`src/rtl/fetch_stage_if.sv`:
```
// Fetch-stage bus: hazard/redirect controls in, instruction memory link, IF/ID register out.
`ifndef WORD_WIDTH
`define WORD_WIDTH 32
`endif

interface fetch_stage_if;
  logic                   freeze;
  logic                   branch_taken;
  logic [`WORD_WIDTH-1:0] branch_addr;
  logic                   flush;
  logic [`WORD_WIDTH-1:0] imem_addr;
  logic [`WORD_WIDTH-1:0] imem_instruction;
  logic [`WORD_WIDTH-1:0] pc_out;
  logic [`WORD_WIDTH-1:0] instruction_out;
  logic                   valid_out;

  modport master (
    input  freeze, branch_taken, branch_addr, flush, imem_instruction,
    output imem_addr, pc_out, instruction_out, valid_out
  );

  modport slave (
    output freeze, branch_taken, branch_addr, flush, imem_instruction,
    input  imem_addr, pc_out, instruction_out, valid_out
  );
endinterface

```
`src/rtl/fetch_stage.sv`:
```
// Instruction-fetch stage: PC register, word-indexed imem address and the IF/ID pipeline register.
// Optional macro IF_PERF_CNT_EN adds fetch_cnt / stall_cnt performance counters.
`ifndef WORD_WIDTH
`define WORD_WIDTH 32
`endif

module fetch_stage #(
  parameter logic [31:0] RESET_PC  = 32'h0000_0000,
  parameter logic [31:0] NOP_INSTR = 32'h0000_0000
) (
  input  logic         clk,
  input  logic         rst,
  fetch_stage_if.master bus
`ifdef IF_PERF_CNT_EN
  ,
  output logic [31:0]  fetch_cnt,
  output logic [31:0]  stall_cnt
`endif
);

  logic [31:0] pc_reg;
  logic [31:0] pc_next;
  logic [31:0] pc_plus4;
  logic [31:0] instr_reg;
  logic [31:0] pc_out_reg;
  logic        valid_reg;
  logic        squash;
  logic        capture;

  // Branch target low bits are discarded to keep the PC word aligned.
  logic [1:0]  unused_branch_low;
  assign unused_branch_low = bus.branch_addr[1:0];

  assign pc_plus4      = pc_reg + 32'd4;
  assign bus.imem_addr = {2'b00, pc_reg[31:2]};
  assign squash        = bus.flush | bus.branch_taken;
  assign capture       = ~squash & ~bus.freeze;

  always_comb begin
    pc_next = pc_reg;
    if (bus.branch_taken)
      pc_next = {bus.branch_addr[31:2], 2'b00};
    else if (!bus.freeze)
      pc_next = pc_plus4;
  end

  always_ff @(posedge clk or posedge rst) begin
    if (rst)
      pc_reg <= RESET_PC;
    else
      pc_reg <= pc_next;
  end

  // Squash beats freeze so a flush during a stall still inserts a bubble.
  always_ff @(posedge clk or posedge rst) begin
    if (rst) begin
      instr_reg  <= NOP_INSTR;
      pc_out_reg <= 32'd0;
      valid_reg  <= 1'b0;
    end else if (squash) begin
      instr_reg  <= NOP_INSTR;
      pc_out_reg <= 32'd0;
      valid_reg  <= 1'b0;
    end else if (capture) begin
      instr_reg  <= bus.imem_instruction;
      pc_out_reg <= pc_plus4;
      valid_reg  <= 1'b1;
    end
  end

  assign bus.instruction_out = instr_reg;
  assign bus.pc_out          = pc_out_reg;
  assign bus.valid_out       = valid_reg;

`ifdef IF_PERF_CNT_EN
  logic [31:0] fetch_cnt_reg;
  logic [31:0] stall_cnt_reg;

  always_ff @(posedge clk or posedge rst) begin
    if (rst) begin
      fetch_cnt_reg <= 32'd0;
      stall_cnt_reg <= 32'd0;
    end else begin
      if (capture)
        fetch_cnt_reg <= fetch_cnt_reg + 32'd1;
      if (bus.freeze && !bus.branch_taken)
        stall_cnt_reg <= stall_cnt_reg + 32'd1;
    end
  end

  assign fetch_cnt = fetch_cnt_reg;
  assign stall_cnt = stall_cnt_reg;
`endif

endmodule

```
`src/flat_wrapper.sv`:
```
// flat-port wrapper written by rule: the top's interface ports become plain ports
module fetch_stage_flat 
#(
  parameter logic [31:0] RESET_PC  = 32'h0000_0000,
  parameter logic [31:0] NOP_INSTR = 32'h0000_0000
)
  (clk, rst, bus_freeze, bus_branch_taken, bus_branch_addr, bus_flush, bus_imem_instruction, bus_imem_addr, bus_pc_out, bus_instruction_out, bus_valid_out);
  fetch_stage_if bus_i ();
  input  logic clk;
  input  logic rst;
  input wire logic [$bits(bus_i.freeze)-1:0] bus_freeze;
  input wire logic [$bits(bus_i.branch_taken)-1:0] bus_branch_taken;
  input wire logic [$bits(bus_i.branch_addr)-1:0] bus_branch_addr;
  input wire logic [$bits(bus_i.flush)-1:0] bus_flush;
  input wire logic [$bits(bus_i.imem_instruction)-1:0] bus_imem_instruction;
  output wire logic [$bits(bus_i.imem_addr)-1:0] bus_imem_addr;
  output wire logic [$bits(bus_i.pc_out)-1:0] bus_pc_out;
  output wire logic [$bits(bus_i.instruction_out)-1:0] bus_instruction_out;
  output wire logic [$bits(bus_i.valid_out)-1:0] bus_valid_out;
  assign bus_i.freeze = bus_freeze;
  assign bus_i.branch_taken = bus_branch_taken;
  assign bus_i.branch_addr = bus_branch_addr;
  assign bus_i.flush = bus_flush;
  assign bus_i.imem_instruction = bus_imem_instruction;
  assign bus_imem_addr = bus_i.imem_addr;
  assign bus_pc_out = bus_i.pc_out;
  assign bus_instruction_out = bus_i.instruction_out;
  assign bus_valid_out = bus_i.valid_out;
  fetch_stage #(.RESET_PC(RESET_PC), .NOP_INSTR(NOP_INSTR)) u_core (.clk(clk), .rst(rst), .bus(bus_i));
endmodule
```
`config.mk`:
```
export PLATFORM = sky130hd
export DESIGN_NAME = fetch_stage_flat
export DESIGN_NICKNAME = d
export VERILOG_FILES = /design/src/rtl/fetch_stage_if.sv /design/src/rtl/fetch_stage.sv /design/src/flat_wrapper.sv
export SDC_FILE = /design/constraint.sdc
export NUM_CORES = 1
export LEC_CHECK = 0
export BUFFER_PORTS_ARGS = -buffer_cell sky130_fd_sc_hd__buf_4
export CAP_MARGIN = 20
export CORE_MARGIN = 2
export CORE_UTILIZATION = 45
export DETAILED_ROUTE_END_ITERATION = 7
export HOLD_SLACK_MARGIN = 0.08
export PLACE_DENSITY = 0.76
export SYNTH_ARGS = -nofsm -noshare
export SYNTH_HDL_FRONTEND = slang
export SYNTH_SLANG_ARGS = --single-unit
```
`constraint.sdc`:
```
create_clock -name clk -period 2.6 [get_ports clk]
set_input_delay 0.26 -clock clk [delete_from_list [all_inputs] [get_ports clk]]
set_output_delay 0.26 -clock clk [all_outputs]
set_load 0.05 [all_outputs]
```
## After elaboration in Yosys (flattened, before gate mapping)

Cells that the tools add are included.

- Flip-flop bits (word level): 97
- Latch bits: 0
- Memory bits (writable): 0
- Memory bits (read-only): 0
- Bits of input ports: 69
- Output and inout bits: 97
- Word-level logic and storage cells: 19
- Memories kept: 0

- Add/sub/neg operators: 1
- $mul: 0
- Div/mod/pow operators: 0
- $lt $le $gt $ge: 0
- Equality and inequality tests: 1
- Shift operators: 0
- Multiplexer cells: 8
- Bitwise gates (word level): 4
- Reductions and logical operators: 1

Operators by type and width:

| kind | count |
|---|---|
| two-way mux 32 bit | 6 |
| adder 32 x 3 -> 32 bit, second input constant | 1 |
| two-way mux 1 bit | 2 |
| != test 2 x 1 -> 1 bit, second input constant | 1 |
| NOT 1 bit | 2 |
| nonzero test 2 bit | 1 |
| bitwise AND 1 bit | 1 |
| bitwise OR 1 bit | 1 |

## Longest topological paths before layout

- Depth in word-level cells: 5
- Mapped depth: 8

## Worst setup path before layout

Ideal clock, no wire load.

- Kind: register -> register
- Start point: register u_core.pc_reg[2]
- End point: register u_core.pc_reg[24]
- Library setup time: 0.125 ns
- Arrival time: 2.352 ns
- Required time: 2.475 ns
- Path slack: 0.123 ns
- Stages on the path, launching flop included: 8
- Path through: dfrtp_1 > ha_1 > nand3_1 > or4_1 > buf_2 > nor3_1 > xor2_1 > mux2_2

- Cells in the longest elaborated chain, start to end: 3

Ends and longest elaborated chain:

| element | RTL line | RTL |
|---|---|---|
| start: declaration | fetch_stage.sv:21 | `logic [31:0] pc_reg;` |
| start signal: assignment | fetch_stage.sv:51 | `pc_reg <= pc_next;` |
| adder 32 x 3 -> 32 bit | fetch_stage.sv:34 | `assign pc_plus4 = pc_reg + 32'd4;` |
| two-way mux 32 bit | fetch_stage.sv:43 | `else if (!bus.freeze)` |
| two-way mux 32 bit | fetch_stage.sv:41 | `if (bus.branch_taken)` |

No other way between the ends. The select of a mux whose other input is x is not followed.
A chain may end at the register's enable or synchronous reset.

## Worst setup path after layout

- Start point: register u_core.pc_reg[11]
- End point: register u_core.pc_out_reg[20] (netlist: u_core.bus.pc_out[20])

- Cells in the longest elaborated chain, start to end: 3

Ends and longest elaborated chain:

| element | RTL line | RTL |
|---|---|---|
| adder 32 x 3 -> 32 bit | fetch_stage.sv:34 |  |
| two-way mux 32 bit | fetch_stage.sv:64 | `end else if (capture) begin` |
| two-way mux 32 bit | fetch_stage.sv:60 | `end else if (squash) begin` |
| end signal: assignment | fetch_stage.sv:66 | `pc_out_reg <= pc_plus4;` |
| end: declaration | fetch_stage.sv:25 | `logic [31:0] pc_out_reg;` |

No other way between the ends. The select of a mux whose other input is x is not followed.

==> results summary <==
The run finished with clean final reports. Detailed routing inserted a total of 3952 vias. The CTS H-tree depth is 3. The type of the worst setup path is reg -> reg. The first-pass iteration count of the detailed router came out at 5. Net switching is 32.4% of the power. The height of the chip is 106 µm. The total routing usage reported by global routing came out at 22.1%. The worst-case clock skew is 0.00903 ns. The clock-pin slew on the worst setup and hold paths came out at 0.09 ns. Setup repair after global routing left no endpoint under its margin. The routed length on met1 is 4940 µm. The cell total after placement came out at 749.

The gate count of the mapped netlist came out at 481. The worst setup path is captured at a register. For this design the ratio of total power to cell area is 557 nW/µm². The largest area contributor in the netlist is sky130_fd_sc_hd__dfrtp_1. The layout overhead on the synthesized area came out at 32.8%. The sum of routed wire length over all layers is 12100 µm. The power dissipated by switching net loads came out at 1120 µW. The part of the cycle the worst path needs came out at 90.5%. The worst hold path stage count came out at 3. The post-detailed-route count of antenna-violating nets came out at 0.

After detailed routing, the met2 layer carries 5950 µm of wire. The share of async-settable or async-resettable flops after synthesis is 100%. The layout filler cell count came out at 906. The number of setup buffers added after CTS is 0.

The largest buffer count on any clock path is 2. In this run the top signal layer used is met4. In the final design database the tool counted 696 nets.

The register with the most flip-flops in the layout has 32 of them. The number of cell instances on the worst register-to-register path is 6. The placer's final routability congestion estimate is 0.828.

The floorplan step defined a die boundary enclosing 11200 µm². The DRC violations left came out at 0. The amount of wire on met3 after detailed routing came out at 1030 µm. The share of final-layout standard cells stronger than drive strength 1 came out at 31.7%. After synthesis, the mean cell area works out to 9.73 µm².

The synthesized design contains 0 enable-type register cells. Across the VDD grid, the largest voltage drop is 0.364 mV. The count of maximum capacitance violations is 0.

The worst setup path is launched from a register. The detailed placer's ending HPWL is 8520 µm. The slew of the pin with the lowest slew margin is 0.665 ns. The number of gates resized after CTS was 0. The number of vias per cell after detailed routing is 5.18.

The number of antenna violations at the first check in global routing came to 0. The relative slew slack is 55.6%. The CTS tree is done. The cell internal power dissipation came out at 2340 µW.

The register share of total power came out at 47.1%. Entering global routing, the biggest net connects 94 pins. The first global-routing pass estimated 19700 µm of wire. The synthesized design devotes to its leading area cell type 49.7% of total area. After synthesis, the most frequently instantiated cells are sky130_fd_sc_hd__dfrtp_1, sky130_fd_sc_hd__nor2_1, sky130_fd_sc_hd__nand2_1. The routed length per placed instance came out at 15.8 µm.

The clock sink count is 93. The max-slew violation total from the final report came out at 0. The worst hold slack came out at 0.112 ns. The count of port buffers added during placement came out at 159. The count of distinct cell types in the synthesized netlist came out at 38. The site row count came out at 37. The initial cell density of the core is 45.7%. The number of warnings issued by yosys came out at 0. The diode insertion count for antenna repair is 0. Of the total power, combinational logic draws 24.1%. The time the final worst path needs with I/O delays and setup is 2.35 ns. The tree is rooted in a sky130_fd_sc_hd__clkbuf_8.

Sequential elements use 49.7% of the synthesized area. The core box area is 10200 µm². The TritonCTS buffer count came out at 9. The hold buffer count at cts came out at 1. The number of DRC violations after detailed-routing iteration 0 is 143. The count of cells in the finished layout, fillers not included, comes to 763. The critical path required time is 2.85 ns. The via count of the first global-routing pass was 4026. The total setup violations reported at the end of the flow is 0. The setup TNS after final layout came out at 0 ns. The timing-limited maximum frequency is 0.425 GHz. After synthesis, the cell types taking the most area are sky130_fd_sc_hd__dfrtp_1, sky130_fd_sc_hd__mux2i_1, sky130_fd_sc_hd__xor2_1. The count of endpoints failing hold in the final timing report came out at 0. In this run the worst path has a maximum fanout of 11. The static leakage is 0.00299 µW. In the post-synthesis netlist, the cell with the most instances is sky130_fd_sc_hd__dfrtp_1. The main flop type after synthesis is sky130_fd_sc_hd__dfrtp_1. The post-synthesis sequential element count came out at 93. The number of I/O pins came out at 166. The global-route congestion overflow total came out at 0. Per report_power, the clock group accounts for 28.8% of the total. The synthesized cell area came out at 4680 µm².

The signal arrival time at the worst endpoint is 2.60 ns. The die is 106 µm wide. The path class of the tightest hold or removal check is in -> reg. The clock reaches the later pin of the worst-skew pair after 0.35 ns.
## kinds of logic (layout without fill, tap and decap cells)
family,count (synthesis),count (layout),synth area share [%]
fa+ha+maj,1,1,0.267
flops,93,93,49.7
xor+xnor,56,56,10.5
mux,36,36,7.73
compound gates,79,79,9.55
buf+inv,49,192,4.55
other cells,1,4,0.0801
simple gates,166,166,17.6
## layer usage
layer	vias up	global-route usage [%]
met2	147	38.0
li1	1894	-
met4	0	5.92
met1	1897	26.5
met5	-	0
met3	14	7.66
## final timing paths
kind	startpoint	endpoint	slack, ns
hold reg to reg	u_core.bus.pc_out[2]	u_core.bus.pc_out[2]	0.51
setup reg to reg	u_core.pc_reg[11]	u_core.bus.pc_out[20]	0.25
hold / removal	bus_branch_addr[23]	u_core.pc_reg[23]	0.11
max in group asynchronous	rst	u_core.pc_reg[7]	1.62
min in group asynchronous	rst	u_core.bus.pc_out[20]	0.61
setup / recovery	u_core.pc_reg[11]	u_core.bus.pc_out[20]	0.25
## cells in the final DEF, fill, tap and decap left out, types with 2 or more instances in the layout
cell type	n
sky130_fd_sc_hd__dfrtp_1	93
sky130_fd_sc_hd__clkbuf_8	9
sky130_fd_sc_hd__nand2_1	47
sky130_fd_sc_hd__nand4b_1	3
sky130_fd_sc_hd__xor2_1	29
sky130_fd_sc_hd__nand4_1	11
sky130_fd_sc_hd__conb_1	4
sky130_fd_sc_hd__xnor2_1	27
sky130_fd_sc_hd__nor2_1	52
sky130_fd_sc_hd__o21ai_0	24
sky130_fd_sc_hd__nor2b_1	2
sky130_fd_sc_hd__o21ai_1	6
sky130_fd_sc_hd__nor4_2	3
sky130_fd_sc_hd__bufinv_16	2
sky130_fd_sc_hd__and2_1	2
sky130_fd_sc_hd__and3_1	4
sky130_fd_sc_hd__nand3_1	15
sky130_fd_sc_hd__or2_2	2
sky130_fd_sc_hd__nor4_1	3
sky130_fd_sc_hd__inv_1	7
sky130_fd_sc_hd__mux2i_1	35
sky130_fd_sc_hd__buf_4	168
sky130_fd_sc_hd__nor3_1	8
sky130_fd_sc_hd__o21bai_1	15
sky130_fd_sc_hd__nor3_2	8
sky130_fd_sc_hd__buf_12	2
sky130_fd_sc_hd__and4_1	2
sky130_fd_sc_hd__o21a_1	5
sky130_fd_sc_hd__a21oi_1	28
## cell type report
cell class	instances	area [µm²]	area share, %
sequential	93	2330	37.4
inverter	8	33.8	0.543
multi-input combinational	342	2160	34.7
tap	136	170	2.74
clock inverter	3	65.1	1.05
timing repair buffer	172	1340	21.5
clock buffer	9	124	1.99
## worst max-delay path: stages, from the launching register on
cell	delay [ns]
sky130_fd_sc_hd__dfrtp_1	0.50
sky130_fd_sc_hd__nand4_2	0.22
sky130_fd_sc_hd__or4_1	0.83
sky130_fd_sc_hd__buf_4	0.28
sky130_fd_sc_hd__nor3_2	0.16
sky130_fd_sc_hd__xor2_1	0.10
sky130_fd_sc_hd__o21a_1	0.17
## power groups by stage
stage | logic [µW] | clock network (µW) | registers [µW]
3_5_place_dp | 834 | 0 | 1660
5_1_grt | 890 | 1090 | 1640
6_report | 833 | 997 | 1630
4_1_cts | 838 | 1030 | 1630
3_3_place_gp | 823 | 0 | 1650
2_1_floorplan | 296 | 0 | 1900
## through the flow
step | utilization, % | cell area, µm² | total power [µW] | setup slack [ns]
after floorplan | - | 4690 | 2200 | 0.123
after global placement | 58.3 | 5970 | 2470 | 0.352
after detailed placement | 58.6 | 6000 | 2490 | 0.276
after CTS | 60.6 | 6200 | 3500 | 0.251
after global routing | 60.8 | 6220 | 3630 | 0.134
final | 60.8 | 6220 | 3460 | 0.248
Note: power is estimated with default switching activity, not from simulation.
